$ cat src/rtl/muldiv_unit.sv
// Iterative RV32M multiply/divide unit with start/ready handshake and flush.
// Define MULDIV_FAST_MUL_EN for a single-cycle combinational multiplier.
module muldiv_unit #(
  parameter int WIDTH = 32
) (
  input  logic             clk,
  input  logic             rst,
  input  logic             start_i,
  input  logic [2:0]       funct3_i,
  input  logic [WIDTH-1:0] a_i,
  input  logic [WIDTH-1:0] b_i,
  input  logic             flush_i,
  output logic             ready_o,
  output logic             done_o,
  output logic [WIDTH-1:0] result_o
);

  typedef enum logic [1:0] {IDLE, CALC, FIX} state_t;
  typedef enum logic [2:0] {
    F_MUL    = 3'b000, F_MULH = 3'b001,
    F_MULHSU = 3'b010, F_MULHU = 3'b011,
    F_DIV    = 3'b100, F_DIVU = 3'b101,
    F_REM    = 3'b110, F_REMU = 3'b111
  } muldiv_funct3_t;

  localparam int CW = $clog2(WIDTH) + 1;
  localparam logic [CW-1:0] LAST = CW'(WIDTH - 1);

  state_t             state, state_n;
  muldiv_funct3_t     op;
  logic [2*WIDTH-1:0] acc;
  logic [WIDTH-1:0]   bmag;
  logic               neg_a, neg_b;
  logic [CW-1:0]      cnt;

  logic             sa, sb, in_na, in_nb;
  logic [WIDTH-1:0] a_mag, b_mag;
  logic             accept, div_zero, ovf, special, fast;

  always_comb begin
    sa = 1'b0;
    sb = 1'b0;
    unique case (funct3_i)
      3'b001, 3'b100, 3'b110: begin sa = 1'b1; sb = 1'b1; end
      3'b010:                 sa = 1'b1;
      default:                ;
    endcase
  end

  assign in_na  = sa & a_i[WIDTH-1];
  assign in_nb  = sb & b_i[WIDTH-1];
  assign a_mag  = in_na ? -a_i : a_i;
  assign b_mag  = in_nb ? -b_i : b_i;
  assign ready_o = (state == IDLE);
  assign accept = start_i & ready_o & ~flush_i;

  assign div_zero = funct3_i[2] & (b_i == '0);
  assign ovf = (funct3_i == 3'b100 || funct3_i == 3'b110)
             & (a_i == {1'b1, {(WIDTH-1){1'b0}}})
             & (&b_i);
  assign special = div_zero | ovf;

`ifdef MULDIV_FAST_MUL_EN
  assign fast = ~funct3_i[2];
`else
  assign fast = 1'b0;
`endif

  // acc holds {remainder/product-high, quotient/product-low}
  logic [WIDTH:0]     mul_sum;
  logic [2*WIDTH-1:0] mul_next;
  logic [WIDTH:0]     div_t;
  logic               div_ge;
  logic [WIDTH-1:0]   div_r;
  logic [2*WIDTH-1:0] div_next;

  always_comb begin
    mul_sum  = {1'b0, acc[2*WIDTH-1:WIDTH]}
             + (acc[0] ? {1'b0, bmag} : '0);
    mul_next = {mul_sum, acc[WIDTH-1:1]};
    div_t    = {acc[2*WIDTH-1:WIDTH], acc[WIDTH-1]};
    div_ge   = div_t >= {1'b0, bmag};
    div_r    = div_t[WIDTH-1:0] - bmag;
    div_next = {div_ge ? div_r : div_t[WIDTH-1:0],
                acc[WIDTH-2:0], div_ge};
  end

  logic [2*WIDTH-1:0] prod, prod_s;
  logic [WIDTH-1:0]   quot, remv, res;

  always_comb begin
`ifdef MULDIV_FAST_MUL_EN
    prod = {{WIDTH{1'b0}}, acc[WIDTH-1:0]}
         * {{WIDTH{1'b0}}, bmag};
`else
    prod = acc;
`endif
    prod_s = (neg_a ^ neg_b) ? -prod : prod;
    quot   = (neg_a ^ neg_b) ? -acc[WIDTH-1:0] : acc[WIDTH-1:0];
    remv   = neg_a ? -acc[2*WIDTH-1:WIDTH] : acc[2*WIDTH-1:WIDTH];
    res    = '0;
    unique case (op)
      F_MUL:                      res = prod_s[WIDTH-1:0];
      F_MULH, F_MULHSU, F_MULHU:  res = prod_s[2*WIDTH-1:WIDTH];
      F_DIV, F_DIVU:              res = quot;
      F_REM, F_REMU:              res = remv;
      default:                    res = '0;
    endcase
  end

  always_comb begin
    state_n = state;
    if (flush_i) begin
      state_n = IDLE;
    end else begin
      unique case (state)
        IDLE: if (accept) state_n = (special | fast) ? FIX : CALC;
        CALC: if (cnt == LAST) state_n = FIX;
        FIX:  state_n = IDLE;
        default: state_n = IDLE;
      endcase
    end
  end

  always_ff @(posedge clk or posedge rst) begin
    if (rst) begin
      state    <= IDLE;
      op       <= F_MUL;
      acc      <= '0;
      bmag     <= '0;
      neg_a    <= 1'b0;
      neg_b    <= 1'b0;
      cnt      <= '0;
      result_o <= '0;
      done_o   <= 1'b0;
    end else begin
      state  <= state_n;
      done_o <= 1'b0;
      if (accept) begin
        op   <= muldiv_funct3_t'(funct3_i);
        cnt  <= '0;
        bmag <= b_mag;
        if (special) begin
          // preload final quotient/remainder, no sign fix-up
          neg_a <= 1'b0;
          neg_b <= 1'b0;
          acc   <= div_zero ? {a_i, {WIDTH{1'b1}}}
                            : {{WIDTH{1'b0}}, a_i};
        end else begin
          neg_a <= in_na;
          neg_b <= in_nb;
          acc   <= {{WIDTH{1'b0}}, a_mag};
        end
      end else if (state == CALC && !flush_i) begin
        acc <= op[2] ? div_next : mul_next;
        cnt <= cnt + 1'b1;
      end
      if (state == FIX && !flush_i) begin
        result_o <= res;
        done_o   <= 1'b1;
      end
    end
  end

endmodule

$ cat config.mk
export PLATFORM = sky130hd
export DESIGN_NAME = muldiv_unit
export DESIGN_NICKNAME = d
export VERILOG_FILES = /design/src/rtl/muldiv_unit.sv
export SDC_FILE = /design/constraint.sdc
export NUM_CORES = 1
export LEC_CHECK = 0
export ABC_AREA = 0
export ABC_CLOCK_PERIOD_IN_PS = 4900
export BUFFER_PORTS_ARGS = -buffer_cell sky130_fd_sc_hd__buf_2
export CORE_UTILIZATION = 40
export CTS_CLUSTER_SIZE = 24
export DETAILED_ROUTE_END_ITERATION = 10
export PLACE_DENSITY = 0.63
export SLEW_MARGIN = 20
export SYNTH_ARGS = -nofsm -noshare
export SYNTH_HDL_FRONTEND = slang
export SYNTH_SLANG_ARGS = --single-unit
$ cat constraint.sdc
create_clock -name clk -period 4.9 [get_ports clk]
set_input_delay 0.98 -clock clk [delete_from_list [all_inputs] [get_ports clk]]
set_output_delay 0.98 -clock clk [all_outputs]
set_load 0.01 [all_outputs]
==> flow_metrics.env <==
export IMPL_status="finished clean"
export IMPL_pwr_share_seq_pct=22.7
export IMPL_endpoint_kind="flip-flop"
export IMPL_cellPowerDensity_nw_per_um2=645
export IMPL_cts_buffers=17
export IMPL_boundaryPins=105
export IMPL_via_per_inst=6.06
export IMPL_synth_enable_flop_cells=0
export IMPL_die_area_um2=35600
export IMPL_path_clk_slew_ns=0.07
export IMPL_cts_sinks=142
export IMPL_final_nets=2044
export IMPL_synthCells=1850
export IMPL_synth_fp_nets=1993
export IMPL_clk_latency_ns=0.45
export IMPL_synth_main_ff_cell="dfrtp_1"
export IMPL_worst_slack_ns=0.829
export IMPL_synthTopCellsByCount="nand2_1 (208), o21ai_0 (179), a21oi_1 (166)"
export IMPL_dr_pass1_iters=5
export IMPL_fin_tns_setup_ns=0
export IMPL_ys_seq_area_share_pct=25.5
export IMPL_r2r_start="acc[0]"
export IMPL_yosys_area_share_simple_pct=20.9
export IMPL_port_buffers=104
export IMPL_setup_violations_final=0
export IMPL_ys_ff_latch=142
export IMPL_critPathKind="reg2reg"
export IMPL_worst_hold_path_endpoint="result_o[18]"
export IMPL_grt_pass1_wl_mm=80.0
export IMPL_cp_arrival_ns=4.40
export IMPL_worst_slew_pin_transition_ns=1.09
export IMPL_drive_above_1_share_pct=11.4
export IMPL_r2r_cells=14
export IMPL_cts_hold_buf=0
export IMPL_dp_hpwl_mm=39.8
export IMPL_antenna_left=0
export IMPL_start_util_pct=40.5
export IMPL_synth_compound_area_share_pct=28.1
export IMPL_cts_tree="done"
export IMPL_netlist_area_um2=14000
export IMPL_die_h_um=189
export IMPL_syn2layout_area_growth_pct=11.8
export IMPL_period_minus_slack_ns=4.07
export IMPL_synth_area_leaders="dfrtp_1 (25%), o21ai_0 (6.4%), ha_1 (6.3%), a21oi_1 (6.0%), xor2_1 (5.6%)"
export IMPL_drv_cap=0
export IMPL_synth_top_area_cell="dfrtp_1"
export IMPL_place_congestion=1.03
export IMPL_rows=68
export IMPL_rsz0062_at_grt="no"
export IMPL_cts_setup_buffers=0
export IMPL_required_ns=5.22
export IMPL_ys_types=76
export IMPL_p_comb_share_pct=63.6
export IMPL_grt_use_total_pct=28.9
export IMPL_clockRootBuffer="clkbuf_16"
export IMPL_power_leakage_nw=6.55
export IMPL_start_kind="flip-flop"
export IMPL_vias=14400
export IMPL_power_frac_clock_pct=13.7
export IMPL_fin_crit_sh_pct=83.1
export IMPL_grt_max_degree=93
export IMPL_drc=0
export IMPL_avgSynthCellArea_um2=7.55
export IMPL_synth_top_area_share_pct=25.5
export IMPL_wl_per_cell_um=21.5
export IMPL_hp_start="result_o[18]"
export IMPL_rrSetupSlack_ns=0.83
export IMPL_antenna_found_initial=2
export IMPL_overflow=0
export IMPL_skew_ns=0.0148
export IMPL_dp_cells=2337
export IMPL_cts_resized=0
export IMPL_cts_buffer_depth=2
export IMPL_path_max_fanout=27
export IMPL_hold_viol=0
export IMPL_async_flop_share_pct=100
export IMPL_hp_class="reg2reg"
export IMPL_synth_top_family_by_area="compound AO/OA/AOI/OAI gates"
export IMPL_finalNonFillerCells=2370
export IMPL_maxSlewHeadroom_pct=27.1
export IMPL_rr_endpoint="acc[62]"
export IMPL_post_place_ws_ns=0.753
export IMPL_synth_fa_ha_area_share_pct=6.56
export IMPL_fmax_mhz=246
export IMPL_htreeDepth=4
export IMPL_drt_total_wl_mm=51.0
export IMPL_drtIter0Drc=1370
export IMPL_worstHoldPathCells=2
export IMPL_synth_warnings=0
export IMPL_internal_power_w=0.00495
export IMPL_p_sw_share_pct=50.8
export IMPL_synth_xor_area_share_pct=10.5
export IMPL_core_area_um2=34500
export IMPL_synth_most_common_cell="nand2_1"
export IMPL_synthMuxAreaShare_pct=3.26
export IMPL_die_w_um=189
export IMPL_ir_drop_mv=0.318
export IMPL_p_sw_w=0.00512
export IMPL_post_route_util_pct=45.3
export IMPL_grt_pass1_vias=13800
export IMPL_drv_slew=0
[placed cells by master, fill, tap and decap left out, drive strengths merged, types with 37 or more instances in the layout]
cell type  instances
xor2              90
o21ai            215
xnor2             78
ha                70
nor3              37
buf              147
dfrtp            142
a21oi            166
nand2            209
nor2             161
inv               71
nand3             37
mux2i             41
[sequential cells by signal, summed over array words and instances, names as in the netlist]
register and count:
neg_a 1, op 3, cnt 6, result_o 32, neg_b 1, acc 64
state 2, done_o 1, bmag 32
[critical path, cell delays in order (launching register included)]
cell and delay, ns:
dfrtp_1 0.46, inv_1 0.28, buf_4 0.36, nor2_1 0.11
ha_1 0.38, a21oi_1 0.34, o211ai_1 0.15, a211oi_1 0.42
a311oi_1 0.24, a21boi_1 0.36, o21ai_0 0.16, a21oi_1 0.20
xnor2_1 0.08, a222oi_1 0.28, o21ai_1 0.10
[how the worst max path moves through the flow]
stage / from / to / slack, ns / depth (start not counted)
global route: acc[0] / acc[61] / 0.57 / 12
global placement: b_i[1] / acc[12] / 0.82 / 12
floorplan: rst / acc[0] / 0.11 / 1
finish: acc[0] / acc[62] / 0.83 / 14
CTS: acc[0] / acc[61] / 0.92 / 12
detailed placement: b_i[1] / acc[7] / 0.75 / 12
[cell type report]
cell class                      instances  area, um2
Antenna cell                            1       2.50
Clock buffer                           19        443
Clock inverter                         13        165
Fill cell                            3495      18900
Inverter                               70        268
Multi-Input combinational cell       1523       9730
Sequential cell                       142       3560
Tap cell                              455        569
Timing Repair Buffer                  147        868
[logic make-up (layout without fill, tap and decap cells)]
group | after synthesis | count (layout)
flip-flops | 142 | 142
XOR/XNOR | 168 | 168
other | 0 | 1
buffers and inverters | 185 | 249
AND/OR/NAND/NOR | 606 | 606
multiplexers | 45 | 45
adder cells (fa/ha/maj) | 72 | 72
AO/OA/AOI/OAI | 632 | 632
[power groups by stage]
stage	registers [W]	clock network, W	logic [W]
floorplan	0.00205	0	0.00460
global placement	0.00226	0	0.00622
detailed placement	0.00229	0	0.00626
CTS	0.00227	0.00139	0.00628
global route	0.00235	0.00144	0.00700
finish	0.00229	0.00138	0.00640
[per-layer routing]
metal | up-vias | part of all wire, % | global-route usage (%)
li1 | 6834 | - | -
met1 | 6769 | 44 | 39.0
met2 | 639 | 45 | 46.0
met3 | 130 | 6.4 | 4.02
met4 | 0 | 4.2 | 12.3
met5 | - | 0 | 0
[per-stage QoR]
stage                     power [W]  hold WS, ns  cell area (um2)
after floorplan             0.00665        0.450            14000
after global placement      0.00848        0.461            15000
after detailed placement    0.00855        0.463            15000
after CTS                   0.00995        0.478            15600
after global routing         0.0108        0.497            15600
final                        0.0101        0.475            15600
Note: power is estimated with default switching activity, not from simulation.
